**config.mk**
```make
export PLATFORM = sky130hd
export DESIGN_NAME = pipe_hazard_ctrl
export DESIGN_NICKNAME = d
export VERILOG_FILES = /design/src/rtl/pipe_hazard_ctrl.sv
export SDC_FILE = /design/constraint.sdc
export NUM_CORES = 1
export LEC_CHECK = 0
export BUFFER_PORTS_ARGS = -buffer_cell sky130_fd_sc_hd__buf_2
export CAP_MARGIN = 15
export CORE_MARGIN = 2
export CORE_UTILIZATION = 50
export CTS_BUF_LIST = sky130_fd_sc_hd__clkbuf_4
export DETAILED_ROUTE_END_ITERATION = 8
export HOLD_SLACK_MARGIN = 0.1
export MAX_ROUTING_LAYER = met4
export PLACE_DENSITY = 0.75
export SYNTH_ARGS = -nofsm -noshare
export SYNTH_HDL_FRONTEND = slang
export SYNTH_SLANG_ARGS = --single-unit
```
**constraint.sdc**
```tcl
create_clock -name clk -period 2.2 [get_ports clk]
set_input_delay 0.11 -clock clk [delete_from_list [all_inputs] [get_ports clk]]
set_output_delay 0.11 -clock clk [all_outputs]
set_load 0.005 [all_outputs]
```
**src/rtl/pipe_hazard_ctrl.sv**
```systemverilog
// rtl/pipe_hazard_ctrl.sv - Five-stage pipeline stall/bubble controller with stall statistics and data-bus watchdog
module pipe_hazard_ctrl #(
    parameter logic [5:0] LW_ICODE   = 6'h23,
    parameter int         WAIT_LIMIT = 1024,
    parameter int         CNT_W      = 32
) (
    input  logic             clk,
    input  logic             resetn,
    input  logic [4:0]       d_src1,
    input  logic [4:0]       d_src2,
    input  logic             d_use1,
    input  logic             d_use2,
    input  logic             d_jump,
    input  logic [5:0]       e_icode,
    input  logic [4:0]       e_dst,
    input  logic [5:0]       m_icode,
    input  logic [4:0]       m_dst,
    input  logic             i_busy,
    input  logic             d_busy,
    output logic             F_stall,
    output logic             D_stall,
    output logic             E_stall,
    output logic             E_bubble,
    output logic             M_stall,
    output logic             W_bubble,
    output logic             redir_pend,
    output logic [1:0]       state,
    output logic [CNT_W-1:0] ldu_cnt,
    output logic [CNT_W-1:0] mem_cnt,
    output logic             wd_err
);

    typedef enum logic [1:0] {
        RUN   = 2'd0,
        LDUSE = 2'd1,
        IWAIT = 2'd2,
        DWAIT = 2'd3
    } state_t;

    localparam int               WD_W   = $clog2(WAIT_LIMIT + 1);
    localparam logic [WD_W-1:0]  WD_MAX = WD_W'(WAIT_LIMIT);
    localparam logic [CNT_W-1:0] CNT_MAX = {CNT_W{1'b1}};

    state_t           state_q, state_d;
    logic             redir_q, redir_d;
    logic [CNT_W-1:0] ldu_cnt_q, ldu_cnt_d;
    logic [CNT_W-1:0] mem_cnt_q, mem_cnt_d;
    logic [WD_W-1:0]  wd_cnt_q, wd_cnt_d;
    logic             wd_err_q, wd_err_d;

    logic hz1, hz2, ldu;
    logic f_stall_c, d_stall_c, e_stall_c, e_bubble_c, m_stall_c, w_bubble_c;

    // A load still in M only matters while its data access is outstanding.
    assign hz1 = d_use1 && (d_src1 != 5'd0) &&
                 (((e_icode == LW_ICODE) && (e_dst == d_src1)) ||
                  ((m_icode == LW_ICODE) && (m_dst == d_src1) && d_busy));
    assign hz2 = d_use2 && (d_src2 != 5'd0) &&
                 (((e_icode == LW_ICODE) && (e_dst == d_src2)) ||
                  ((m_icode == LW_ICODE) && (m_dst == d_src2) && d_busy));
    assign ldu = hz1 || hz2;

    always_comb begin
        state_d    = RUN;
        f_stall_c  = 1'b0;
        d_stall_c  = 1'b0;
        e_stall_c  = 1'b0;
        e_bubble_c = 1'b0;
        m_stall_c  = 1'b0;
        w_bubble_c = 1'b0;
        if (d_busy) begin
            state_d    = DWAIT;
            f_stall_c  = 1'b1;
            d_stall_c  = 1'b1;
            e_stall_c  = 1'b1;
            m_stall_c  = 1'b1;
            w_bubble_c = 1'b1;
        end else if (ldu) begin
            state_d    = LDUSE;
            f_stall_c  = 1'b1;
            d_stall_c  = 1'b1;
            e_bubble_c = 1'b1;
        end else if (i_busy) begin
            state_d    = IWAIT;
            f_stall_c  = 1'b1;
            d_stall_c  = 1'b1;
            e_bubble_c = 1'b1;
        end
    end

    always_comb begin
        ldu_cnt_d = ldu_cnt_q;
        mem_cnt_d = mem_cnt_q;
        if ((state_d == LDUSE) && (ldu_cnt_q != CNT_MAX)) begin
            ldu_cnt_d = ldu_cnt_q + CNT_W'(1);
        end
        if (((state_d == DWAIT) || (state_d == IWAIT)) && (mem_cnt_q != CNT_MAX)) begin
            mem_cnt_d = mem_cnt_q + CNT_W'(1);
        end

        wd_cnt_d = '0;
        if (d_busy) begin
            wd_cnt_d = (wd_cnt_q == WD_MAX) ? wd_cnt_q : wd_cnt_q + WD_W'(1);
        end
        wd_err_d = wd_err_q || (wd_cnt_d == WD_MAX);

        // Set needs F_stall=1 and clear needs F_stall=0, so they never collide.
        redir_d = redir_q;
        if (d_jump && f_stall_c) begin
            redir_d = 1'b1;
        end else if (!f_stall_c) begin
            redir_d = 1'b0;
        end
    end

    always_ff @(posedge clk or negedge resetn) begin
        if (!resetn) begin
            state_q   <= RUN;
            redir_q   <= 1'b0;
            ldu_cnt_q <= '0;
            mem_cnt_q <= '0;
            wd_cnt_q  <= '0;
            wd_err_q  <= 1'b0;
        end else begin
            state_q   <= state_d;
            redir_q   <= redir_d;
            ldu_cnt_q <= ldu_cnt_d;
            mem_cnt_q <= mem_cnt_d;
            wd_cnt_q  <= wd_cnt_d;
            wd_err_q  <= wd_err_d;
        end
    end

    assign F_stall    = resetn && f_stall_c;
    assign D_stall    = resetn && d_stall_c;
    assign E_stall    = resetn && e_stall_c;
    assign E_bubble   = resetn && e_bubble_c;
    assign M_stall    = resetn && m_stall_c;
    assign W_bubble   = resetn && w_bubble_c;
    assign redir_pend = redir_q;
    assign state      = state_q;
    assign ldu_cnt    = ldu_cnt_q;
    assign mem_cnt    = mem_cnt_q;
    assign wd_err     = wd_err_q;

endmodule
```
After elaboration in Yosys (flattened, before gate mapping). Index checks and enable logic that the tools add are counted.

Register bits: 79. Input port bits: 39. Output and inout port bits: 74. Word-level logic and storage cells: 58.

Add/sub/neg operators: 3. Eq/ne operators: 14. Multiplexer cells: 12. Reduce and logical (&&, ||, !) cells: 23.

Operator list (number): $add 32x1->32 const B (2); $ne 32x32->1 const B (2); $eq 11x11->1 const B (2); $mux 11 (2); $eq 5x5->1 (4); $logic_and 1x1->1 (16); $eq 6x6->1 const B (2); $add 11x1->11 const B (1); $reduce_bool 5->1 (2); $mux 1 (7); $mux 2 (3); $logic_or 1x1->1 (5); $eq 2x2->1 const B (2); $eq 2x1->1 const B (1); $ne 2x1->1 const B (1).

Depth between registers and ports, before layout.
Depth in word-level cells: 11. Mapped depth: 8. Mapped depth without buffers: 8.

Worst setup path before layout. Ideal clock, no wire load.

Path kind: flip-flop to flip-flop. From: register mem_cnt_q[0] (netlist: mem_cnt[0]). To: register mem_cnt_q[15] (netlist: mem_cnt[15]). Library setup time: 0.080 ns. Arrival time: 2.195 ns. Data required time: 2.120 ns. Path slack: -0.075 ns. Cell stages (with the launch flop): 9. Buffers on the path: 1. Period minus slack after synthesis: 2.275 ns. Path through: dfrtp_1 -> ha_1 -> nand2_1 -> or3_1 -> or4_1 -> and3_1 -> buf_2 -> nand4_1 -> xnor2_1.

Cells in the longest elaborated chain, start to end: 2. Elaborated cells on any way between the ends: 3. Classes of those cells: add/sub: 1; eq/ne: 1; reduce/logical: 1.

Ends and longest elaborated chain: start: declaration (RTL line 47) `logic [CNT_W-1:0] mem_cnt_q, mem_cnt_d;`; start signal: assignment (RTL line 128) `mem_cnt_q <= mem_cnt_d;`; branches (longest 2 deep; another with $add 32x1->32).

Several ways; the timed one is not identified. A chain may end at the register's enable or synchronous reset.

Worst setup path after layout.
From: register mem_cnt_q[0] (netlist: mem_cnt[0]). To: register mem_cnt_q[23] (netlist: mem_cnt[23]).

The elaborated chain is that of the path after synthesis.

==> impl_metrics.json <==
{
  "power.leakage_nw": 2.81,
  "cts_tree": "done",
  "drt_iter0_drc": 228,
  "setup_slack_ns": 0.0887,
  "finalSetupViolations": 0,
  "antenna_found_initial": 0,
  "grt.total_usage_pct": 24.2,
  "synth_nets": 478,
  "dp_hpwl_mm": 7.96,
  "cts_max_level": 3,
  "synth_common_cells": "dfrtp_1, xor2_1, xnor2_1",
  "ys_warn_count": 0,
  "crit_path_cell_trace": "ha_4 -> nand2_1 -> or3_4 -> or4_4 -> and3_4 -> nand3_1 -> xnor2_1",
  "core_area_sq_mm": 0.00830,
  "first_pass_iters": 6,
  "synth_top_area_cell": "dfrtp_1",
  "yosysSeqAreaShare_pct": 45.9,
  "async_reset_ff_share_pct": 100,
  "fp-row-count": 33,
  "drive_gt1_share_pct": 31.0,
  "skew_ns": 0.0153,
  "clkSlewWorstSetupHoldPaths_ns": 0.13,
  "fmax_mhz": 474,
  "dieArea_sq_mm": 0.00937,
  "slowest_stage": "or4_4",
  "pwr-share-seq_pct": 49.7,
  "synthToLayoutAreaGrowth_pct": 28.3,
  "grt_max_degree": 70,
  "pwr-share-clk_pct": 31.0,
  "num_vias": 3944,
  "grt_pass1_vias": 3965,
  "vias_per_cell": 5.62,
  "fin_crit_sh_pct": 96.0,
  "wl_mm": 10.9,
  "grt_setup_unrepaired": "no",
  "slew_headroom_pct": 67.9,
  "power.switching_mw": 0.870,
  "drcViolationCount": 0,
  "dp_slack_ns": 0.00756,
  "die_h_um": 96.8,
  "ys_ff_latch": 79,
  "tightest_slew_ns": 0.480,
  "cts_buffers": 9,
  "cp_data_required_time_ns": 2.55,
  "endpoint_kind": "flop",
  "overflow": 0,
  "synth-edff-count": 0,
  "place.gp.congestion": 0.934,
  "p_int_mw": 2.31,
  "die_x_um": 96.8,
  "power.density_mw_per_mm2": 575,
  "maxCapViolCount": 0,
  "port_buffers": 112,
  "post_cts_buffers": 0,
  "nets": 635,
  "drt.antenna.violating_nets": 0,
  "root_buffer": "clkbuf_4",
  "peakVddDrop_mv": 0.439,
  "wl_per_cell_um": 15.5,
  "synth-main-ff-cell": "dfrtp_1",
  "antenna_cells": 0,
  "synth.most_common_cell": "dfrtp_1",
  "hold_violations": 0,
  "outcome": "finished, final reports clean",
  "worstPathArrival_ns": 2.46,
  "initial_core_util_pct": 51.9,
  "ios": 113,
  "synth_area_sq_mm": 0.00431,
  "pwr-share-comb_pct": 19.4,
  "slowest_delay_ns": 0.56,
  "synth_cell_types": 46,
  "tns_ns": 0,
  "final.min_clock_period_ns": 2.11,
  "cts.sinks": 79,
  "grt_first_pass_wirelength_mm": 18.5,
  "clk_latency_ns": 0.44,
  "synth_top_area_share_pct": 45.9,
  "holdCritPathClass": "primary input to flop",
  "cp_top_family": "simple AND/OR/NAND/NOR gates",
  "worst-path-buf-inv": 0,
  "path_max_fanout": 7,
  "synthCells": 435,
  "cts.path.max_buffers": 2,
  "avgSynthCellArea_sq_um": 9.90,
  "setup.worst_path.start_class": "flop",
  "finalMaxSlewViolations": 0,
  "swShare_pct": 27.4,
  "synth_area_leaders": "dfrtp_1, xor2_1, xnor2_1",
  "critPathKind": "flop to flop"
}
[logic make-up (layout without fill, tap and decap cells)]
logic type	after synthesis	after routing	synth area share (%)
and+or+nand+nor	218	218	27.9
buffers and inverters	21	183	2.24
xor gates and xnor gates	88	88	18.1
DFF	79	79	45.9
muxes	2	2	0.523
AOI/OAI and AO/OA	23	23	4.27
adders and majority gates	4	4	1.16
[stage by stage]
stage | std cells | util [%] | total power [mW] | hold WS, ns | area [sq um]
5_1_grt | 702 | 66.6 | 3.33 | 0.121 | 5530
3_3_place_gp | 681 | 63.8 | 2.16 | -0.0269 | 5300
6_report | 702 | 66.6 | 3.18 | 0.124 | 5530
3_5_place_dp | 681 | 63.8 | 2.18 | -0.0242 | 5300
2_1_floorplan | 435 | - | 1.84 | -0.186 | 4320
4_1_cts | 702 | 66.4 | 3.17 | 0.108 | 5510
[layout make-up]
class / count / area (sq um)
inverters: 9 / 33.8
fillers: 664 / 2770
repair buffers: 158 / 958
clock inverters: 6 / 85.1
multi-input cells: 335 / 2270
clock buffers: 10 / 75.1
flip-flops and latches: 79 / 1980
well taps: 105 / 131
[metal layers]
layer | GRT usage (%) | vias to the layer above | routed length [um]
li1 | - | 1870 | -
met3 | 4.19 | 24 | 690
met4 | 9.97 | 0 | 256
met5 | - | - | 0
met2 | 37.8 | 145 | 5130
met1 | 31.6 | 1905 | 4830
[layout by cell type, fill, tap and decap left out, types with 5 or more instances in the layout]
master         instances
nor4b_1                7
clkbuf_4              10
nor4_1                11
nand4_1               22
nor2_1                32
nand2_1               33
buf_4                 39
nor3_1                27
or3_1                  7
inv_1                  8
and2_1                 5
and4_1                 9
dfrtp_1               79
buf_2                111
a21oi_1                6
xor2_1                53
and3_1                11
dlygate4sd3_1          5
nand3_1               31
xnor2_1               34
[power by group through the flow]
stage                     combinational [mW]  clock [mW]  sequential, mW
after floorplan                        0.203           0            1.64
after global placement                 0.569           0            1.59
after detailed placement               0.583           0            1.60
after CTS                              0.599        1.00            1.57
after global routing                   0.683        1.06            1.59
final                                  0.615       0.985            1.58
[final timing paths]
check	endpoint	start	depth (start not counted)	slack, ns
setup reg to reg	mem_cnt[23]	mem_cnt[0]	7	0.09
setup / recovery	mem_cnt[23]	mem_cnt[0]	7	0.09
min in group asynchronous	ldu_cnt[21]	resetn	3	0.25
max in group asynchronous	state[0]	resetn	3	1.11
hold reg to reg	wd_err	wd_err	1	0.49
hold / removal	wd_cnt_q[8]	d_busy	3	0.12
[registers in the layout, summed over array words and instances, names as in the netlist]
register,flops
ldu_cnt,32
mem_cnt,32
wd_cnt_q,11
state,2
redir_pend,1
wd_err,1
[worst register-to-register path: cells and delay by family, from the launching register on]
| kind | cells | cell delay [ns] |
|---|---|---|
| DFF | 1 | 0.43 |
| and+or+nand+nor | 5 | 1.31 |
| adders and majority gates | 1 | 0.16 |
| xor gates and xnor gates | 1 | 0.13 |
[timing repair]
item | CTS | global route
endpoints found under the hold margin | 82 | 0
cloned | 0 | 0
hold buffers | 5 | 0
resized for setup | 1 | 4
endpoints found under the setup margin | 1 | 8
Power figures use the tool's default switching activity.
